$ cat config.mk
export PLATFORM = sky130hd
export DESIGN_NAME = muldiv_issue_ctrl
export DESIGN_NICKNAME = d
export VERILOG_FILES = /design/src/rtl/muldiv_issue_ctrl.sv
export SDC_FILE = /design/constraint.sdc
export NUM_CORES = 1
export LEC_CHECK = 0
export ABC_AREA = 1
export CAP_MARGIN = 5
export CELL_PAD_IN_SITES_DETAIL_PLACEMENT = 1
export CELL_PAD_IN_SITES_GLOBAL_PLACEMENT = 1
export CORE_MARGIN = 2
export CORE_UTILIZATION = 26
export DETAILED_ROUTE_END_ITERATION = 12
export PLACE_DENSITY = 0.75
export SLEW_MARGIN = 20
export SYNTH_ARGS = -nofsm -noshare
export SYNTH_HDL_FRONTEND = slang
export SYNTH_SLANG_ARGS = --single-unit
$ cat constraint.sdc
create_clock -name clk -period 4.2 [get_ports clk]
set_input_delay 0.63 -clock clk [delete_from_list [all_inputs] [get_ports clk]]
set_output_delay 0.63 -clock clk [all_outputs]
set_load 0.05 [all_outputs]
$ cat src/rtl/muldiv_issue_ctrl.sv
// muldiv_issue_ctrl: issue/writeback sequencer between execute and the MULDIV unit.
// Holds one M-extension operation at a time, starts the unit, waits for done
// (guarded by a watchdog) and returns the result over a valid/ready port.
// Optional feature: define MULDIV_RESULT_CACHE_EN for a single-entry last-result cache.
module muldiv_issue_ctrl #(
    parameter int unsigned TIMEOUT = 64
) (
    input  logic        clk,
    input  logic        reset,
    input  logic        req_valid,
    output logic        req_ready,
    input  logic [2:0]  req_op,
    input  logic [31:0] req_rs1,
    input  logic [31:0] req_rs2,
    input  logic [4:0]  req_rd,
    input  logic        flush,
    output logic        md_start,
    output logic [2:0]  md_op,
    output logic [31:0] md_A,
    output logic [31:0] md_B,
    input  logic        md_done,
    input  logic [31:0] md_result,
    output logic        wb_valid,
    input  logic        wb_ready,
    output logic [4:0]  wb_rd,
    output logic [31:0] wb_data,
    output logic        busy,
    output logic        timeout_err
);

    typedef enum logic [2:0] {S_IDLE, S_ISSUE, S_WAIT, S_WB, S_DRAIN} state_t;

    localparam logic [7:0] WDOG_LAST = 8'(TIMEOUT - 1);

    state_t      state_q, state_d;
    logic [2:0]  op_q, op_d;
    logic [31:0] a_q, a_d;
    logic [31:0] b_q, b_d;
    logic [4:0]  rd_q, rd_d;
    logic [31:0] data_q, data_d;
    logic [7:0]  wdog_q, wdog_d;
    logic        terr_q, terr_d;

    logic        accept;
    logic        cache_hit;
    logic [31:0] cache_data;
    logic [7:0]  wdog_inc;
    logic        wdog_expire;

    assign accept   = req_valid & req_ready;
    assign wdog_inc = wdog_q + 8'd1;
    // The counter value after this cycle's increment is compared, so the
    // watchdog fires in the cycle that completes TIMEOUT-1 counted cycles.
    assign wdog_expire = (wdog_inc == WDOG_LAST);

`ifdef MULDIV_RESULT_CACHE_EN
    logic        cv_q;
    logic [2:0]  cop_q;
    logic [31:0] ca_q, cb_q, cd_q;
    logic        capture;

    // Only genuine results taken from md_done (not flushed) refresh the cache.
    assign capture    = md_done & ~flush & ((state_q == S_ISSUE) | (state_q == S_WAIT));
    assign cache_hit  = cv_q & (cop_q == req_op) & (ca_q == req_rs1) & (cb_q == req_rs2);
    assign cache_data = cd_q;

    // Single-entry cache of the most recent completed operation.
    always_ff @(posedge clk or posedge reset) begin
        if (reset) begin
            cv_q  <= 1'b0;
            cop_q <= '0;
            ca_q  <= '0;
            cb_q  <= '0;
            cd_q  <= '0;
        end else if (capture) begin
            cv_q  <= 1'b1;
            cop_q <= op_q;
            ca_q  <= a_q;
            cb_q  <= b_q;
            cd_q  <= md_result;
        end
    end
`else
    assign cache_hit  = 1'b0;
    assign cache_data = '0;
`endif

    // State, operand, result and watchdog registers.
    always_ff @(posedge clk or posedge reset) begin
        if (reset) begin
            state_q <= S_IDLE;
            op_q    <= '0;
            a_q     <= '0;
            b_q     <= '0;
            rd_q    <= '0;
            data_q  <= '0;
            wdog_q  <= '0;
            terr_q  <= 1'b0;
        end else begin
            state_q <= state_d;
            op_q    <= op_d;
            a_q     <= a_d;
            b_q     <= b_d;
            rd_q    <= rd_d;
            data_q  <= data_d;
            wdog_q  <= wdog_d;
            terr_q  <= terr_d;
        end
    end

    // Next-state logic: accept, issue, wait/drain and writeback sequencing.
    always_comb begin
        state_d = state_q;
        op_d    = op_q;
        a_d     = a_q;
        b_d     = b_q;
        rd_d    = rd_q;
        data_d  = data_q;
        terr_d  = terr_q;
        unique case (state_q)
            S_IDLE: begin
                if (accept) begin
                    op_d = req_op;
                    a_d  = req_rs1;
                    b_d  = req_rs2;
                    rd_d = req_rd;
                    if (req_rd == 5'd0) begin
                        state_d = S_IDLE;           // x0 target: consumed silently
                    end else if (cache_hit) begin
                        data_d  = cache_data;
                        state_d = S_WB;
                    end else begin
                        state_d = S_ISSUE;
                    end
                end
            end
            S_ISSUE, S_WAIT: begin
                if (flush) begin
                    state_d = md_done ? S_IDLE : S_DRAIN;
                end else if (md_done) begin
                    data_d  = md_result;
                    state_d = S_WB;
                end else if (state_q == S_ISSUE) begin
                    state_d = S_WAIT;
                end else if (wdog_expire) begin
                    data_d  = '0;
                    terr_d  = 1'b1;
                    state_d = S_WB;
                end
            end
            S_DRAIN: begin
                if (md_done) begin
                    state_d = S_IDLE;
                end else if (wdog_expire) begin
                    terr_d  = 1'b1;
                    state_d = S_IDLE;
                end
            end
            S_WB: begin
                if (flush || wb_ready) begin
                    state_d = S_IDLE;
                end
            end
            default: state_d = S_IDLE;
        endcase
    end

    // Watchdog restarts from zero whenever WAIT or DRAIN is newly entered.
    always_comb begin
        wdog_d = 8'd0;
        if (((state_d == S_WAIT) || (state_d == S_DRAIN)) && (state_d == state_q)) begin
            wdog_d = wdog_inc;
        end
    end

    // reset gates req_ready so every output reads 0 while reset is held.
    assign req_ready   = (state_q == S_IDLE) & ~flush & ~reset;
    assign md_start    = (state_q == S_ISSUE);
    assign wb_valid    = (state_q == S_WB);
    assign busy        = (state_q != S_IDLE);
    assign md_op       = op_q;
    assign md_A        = a_q;
    assign md_B        = b_q;
    assign wb_rd       = rd_q;
    assign wb_data     = data_q;
    assign timeout_err = terr_q;

endmodule

After elaboration in Yosys (flattened, before gate mapping)
Index checks and enable logic that the tools add are counted.
- flip-flop bits (word level): 116
- input bits: 110
- output and inout port bits: 109
- word-level logic and storage cells: 60
- add/sub/neg operators: 1
- equality and inequality tests: 13
- mux-type cells: 21
- bitwise gates (word level): 5
- reductions and logical operators: 12
- operator list (kind ; count):
    $mux 32 ; 3
    $mux 3 ; 9
    $pmux 3 s4 ; 1
    $eq 3x2->1 const B ; 3
    $add 8x1->8 const B ; 1
    $eq 8x6->1 const B ; 1
    $mux 8 ; 1
    $ne 2x2->1 const B ; 4
    $eq 3x3->1 const B ; 2
    $mux 1 ; 6
    $logic_not 5->1 ; 1
    $reduce_and 5->1 ; 1
    $reduce_and 4->1 ; 1
    $reduce_bool 2->1 ; 2
    $and 1x1->1 ; 3
    $eq 3x1->1 const B ; 1
    $eq 3x3->1 ; 1
    $logic_not 3->1 ; 1
    $reduce_bool 3->1 ; 1
    $logic_or 1x1->1 ; 2
    $ne 2x1->1 const B ; 1
    $not 1->1 ; 2
    $pmux 1 s2 ; 1
    $reduce_and 2->1 ; 1
    2 further kinds ; 2

Logic depth before layout (Yosys ltp)
- word-level depth: 11
- mapped depth: 13

Worst setup path before layout
Ideal clock, no wire load.
- kind: input -> register
- from: input reset
- to: register wdog_q[0]
- setup time: 0.119 ns
- data arrival time: 4.450 ns
- path slack: -0.369 ns
- stages on the path: 10
- buffers on the path: 0
- cells stage by stage: inv_1 nand2_1 nor2_2 nand2_2 o21ai_1 nor2_1 nand4_1 nor2_1 nand2_2 nor2_1
- longest elaborated chain between the ends: 9
- RTL lines (what ; RTL line ; text):
    from (decl) ; 9 ; input logic reset,
    $not 1->1 * ; 177 ; assign req_ready = (state_q == S_IDLE) & ~flush & ~reset;
    $and 1x1->1 * ; 177 ;
    named net req_ready ; 11 ; output logic req_ready,
    $and 1x1->1 * ; 50 ; assign accept = req_valid & req_ready;
    $mux 3 * ; 122 ; if (accept) begin
    $pmux 3 s4 * ; 120 ; unique case (state_q)
    $eq 3x2->1 or $eq 3x3->1 (tied branches) ; 171 ; if (((state_d == S_WAIT) || (state_d == S_DRAIN)) && (state_d == state_q)) begin
    $logic_or 1x1->1 ; 171 ;
    $logic_and 1x1->1 * ; 171 ;
    $mux 8 * ; 171 ;
    named net wdog_d[0] ; 41 ; logic [7:0] wdog_q, wdog_d;
    to (signal assigned) ; 106 ; wdog_q <= wdog_d;
    to (decl) ; 41 ;
The timed path passes the listed nets; every way through them passes the cells marked *.
A chain may end at the register's enable or synchronous reset.

Worst setup path in the final report
- from: input flush
- to: output req_ready
- longest elaborated chain between the ends: 3
- RTL lines (what ; RTL line ; text):
    from (decl) ; 16 ; input logic flush,
    $not 1->1 (no line) ; -- ;
    $and 1x1->1 (2 in a row) ; 177 ;
    to (decl) ; 11 ;
Every way passes these cells.

==> results.json <==
{
  "routed_wl_mm": 15.1,
  "power.density_nw_per_um2": 837,
  "clock_tree_from_tritoncts": "built",
  "insertedDiodeCount": 0,
  "cts_hold_buf": 0,
  "synth_compound_gate_area_share": 0.0106,
  "ff2ff_path_depth": 11,
  "grt_antenna_before_repair": 0,
  "area.growth.synth_to_final_pct": 63.6,
  "finalCriticalPeriod_ns": 2.93,
  "post_synth_inst_count": 553,
  "worstSetupPathType": "input port to output pin",
  "detailedRoute.firstIterationViolations": 125,
  "via_per_inst": 4.37,
  "final.fill_count": 2082,
  "tritoncts.num_buffers": 17,
  "vias": 4433,
  "grt_pass1_vias": 4804,
  "min_path_cells": 2,
  "grt_first_pass_wirelength_mm": 24.7,
  "detailedRoute.firstPassIterationCount": 4,
  "die_area_um2": 19300,
  "unrepaired_setup_endpoints_after_global_routing": "false",
  "setup.reg_to_reg.worst_slack_ns": 1.94,
  "report.power.total_mw": 6.49,
  "finalWeightedCongestion": 0.744,
  "synth.avg_cell_area_um2": 8.57,
  "worst_r2r_startpoint": "state_q[2]$_DFF_PP0_",
  "finalNetCount": 884,
  "critical_path.most_common_cell": "sky130_fd_sc_hd__clkdlybuf4s50_1",
  "yosys-mux-area-fraction": 0,
  "hp-start": "wb_data[14]$_DFFE_PP0P_",
  "worstReg2RegEnd": "wdog_q[3]$_DFF_PP0_",
  "arrival_ns": 2.30,
  "layout-drive-gt1-share": 0.0803,
  "fin_setup_tns_ns": 0,
  "initial_util": 0.265,
  "drv_slew": 0,
  "worstSetupStartpointType": "input port",
  "worst_slew_margin_rel": 0.396,
  "hold_path.class": "register to register",
  "grt_max_degree": 76,
  "data_required_time_at_the_worst_endpoint_ns": 3.57,
  "pre_cts_slack_ns": 1.15,
  "synth_cell_type_count": 22,
  "min_period_over_period": 0.698,
  "place.detailed.hpwl_mm": 10.7,
  "clk-insertion-delay-late_ns": 0.41,
  "cts.reportedPaths.clkPinSlew_ns": 0.05,
  "floorplan_core_area_um2": 17900,
  "postCtsSetupBuffers": 0,
  "timing.final.hold_violations": 0,
  "detail-route-antenna-nets": 0,
  "critPathBufInv": 3,
  "final-setup-viol-count": 0,
  "globalRoute.totalOverflow": 0,
  "timing.critical_path.slowest_cell_delay_ns": 0.85,
  "critPathMaxFanout": 5,
  "synthXorXnorAreaFrac": 0,
  "synth-warning-count": 0,
  "min_to": "wb_data[14]$_DFFE_PP0P_",
  "largest_delay_contributor_family_on_the_critical_path": "buffers and inverters",
  "mostFrequentLayoutCells": "294 x sky130_fd_sc_hd__nand2_1, 218 x sky130_fd_sc_hd__clkdlybuf4s50_1, 116 x sky130_fd_sc_hd__dfrtp_1",
  "dieWidth_um": 139,
  "drc_errors": 0,
  "ys_ff_latch": 116,
  "max-cap-violations": 0,
  "leakage_nw": 3.73,
  "cell_area_after_technology_mapping_um2": 4740,
  "cp_cell_sequence": "clkdlybuf4s50_1 > inv_1 > nand2_1 > nor2_2 > clkdlybuf4s50_1",
  "post_cts.resized_instances": 0,
  "max_freq_ghz": 0.341,
  "synth.yosys.seq_area_share": 0.613,
  "routed_wire_length_per_instance_um": 14.9,
  "cts-root-to-sink-buffers": 2,
  "tightest_slew_ns": 0.905,
  "result_of_the_run": "finished clean",
  "final.hold.worst_slack_ns": 0.467,
  "synth_simple_gate_area_share": 0.326,
  "syn_nets": 665,
  "placement_rows": 49,
  "peakVddDrop_mv": 0.353,
  "design.portCount": 219,
  "setup_ws_ns": 1.27,
  "critPathCaptureType": "output pin",
  "portBuffers": 218,
  "synth_adder_area_share": 0.00528,
  "track_usage": 0.160,
  "die_h_um": 139,
  "finClkSkew_ns": 0.0137,
  "layout.cells.most_common": "sky130_fd_sc_hd__nand2_1",
  "clock_sinks": 116,
  "crit_path_top_delay_cell": "sky130_fd_sc_hd__clkdlybuf4s50_1",
  "synth_top_family_by_area": "simple AND/OR/NAND/NOR gates",
  "htree_num_levels": 4,
  "clock_tree.root_cell": "sky130_fd_sc_hd__clkbuf_16"
}
sequential cells by signal, indices dropped and copies added (netlist names):
register     cells
md_A            32
md_B            32
wb_data         32
wdog_q           8
wb_rd            5
md_op            3
state_q          3
timeout_err      1
metrics by stage:
step	util	instance area, um2	instances
after floorplan	-	4740	553
after global placement	0.398	7130	982
after detailed placement	0.398	7130	982
after CTS	0.433	7750	1014
after global routing	0.433	7750	1014
final	0.433	7750	1014
worst max path at each step:
stage | end | startpoint | slack (ns) | cells past startpoint
floorplan | wdog_q[0]$_DFF_PP0_ | reset | 0.69 | 10
global placement | wdog_q[7]$_DFF_PP0_ | flush | 1.22 | 12
detailed placement | wdog_q[7]$_DFF_PP0_ | flush | 1.15 | 12
CTS | req_ready | flush | 1.24 | 5
global route | req_ready | flush | 1.17 | 5
finish | req_ready | flush | 1.27 | 5
final cells by class:
class / instances / area [um2] / share of cell area
Clock buffer: 21 / 470 / 0.0607
Sequential cell: 116 / 2900 / 0.375
Clock inverter: 11 / 150 / 0.0194
Timing Repair Buffer: 225 / 2230 / 0.288
Multi-Input combinational cell: 391 / 1620 / 0.209
Inverter: 21 / 82.6 / 0.0107
Tap cell: 229 / 287 / 0.0370
worst register-to-register path, stage by stage (launching register included):
cell and delay [ns]:
sky130_fd_sc_hd__dfrtp_1 0.48, sky130_fd_sc_hd__inv_2 0.11, sky130_fd_sc_hd__nand2_2 0.11, sky130_fd_sc_hd__nor2_2 0.05
sky130_fd_sc_hd__nand2_2 0.06, sky130_fd_sc_hd__buf_4 0.59, sky130_fd_sc_hd__nor2_1 0.14, sky130_fd_sc_hd__nor2_1 0.18
sky130_fd_sc_hd__nand4_1 0.11, sky130_fd_sc_hd__nor2_1 0.12, sky130_fd_sc_hd__nand2_2 0.13, sky130_fd_sc_hd__nor2_1 0.12
kinds of logic (layout without fill, tap and decap cells):
group,Yosys count,after routing
fa+ha+maj,2,2
simple gates,380,380
compound gates,9,9
buf+inv,46,278
flops,116,116
power by group:
group	switching [mW]	internal (mW)	total, mW
Sequential	0.252	1.55	1.80
Combinational	2.16	1.01	3.18
Clock	0.525	0.982	1.51
Yosys cell counts (all sizes together):
master,n,share of area
a211oi,1,0.0016
inv,21,0.017
nand2,308,0.25
buf,20,0.025
ha,2,0.0053
nor4,1,0.0013
nor2,25,0.022
o21ai,6,0.0063
nand3,39,0.041
a21oi,1,0.0011
nor3,1,0.0011
o21bai,1,0.0016
dfrtp,116,0.61
clkbuf,5,0.0040
nand4,6,0.0092
routing by layer:
layer | GRT usage | share of wire | vias up
li1 | - | - | 2139
met1 | 0.192 | 0.42 | 2115
met2 | 0.260 | 0.47 | 162
met3 | 0.0725 | 0.099 | 17
met4 | 0.0436 | 0.012 | 0
met5 | 0 | 0 | -
No activity file was read; power rests on OpenSTA's default activity.
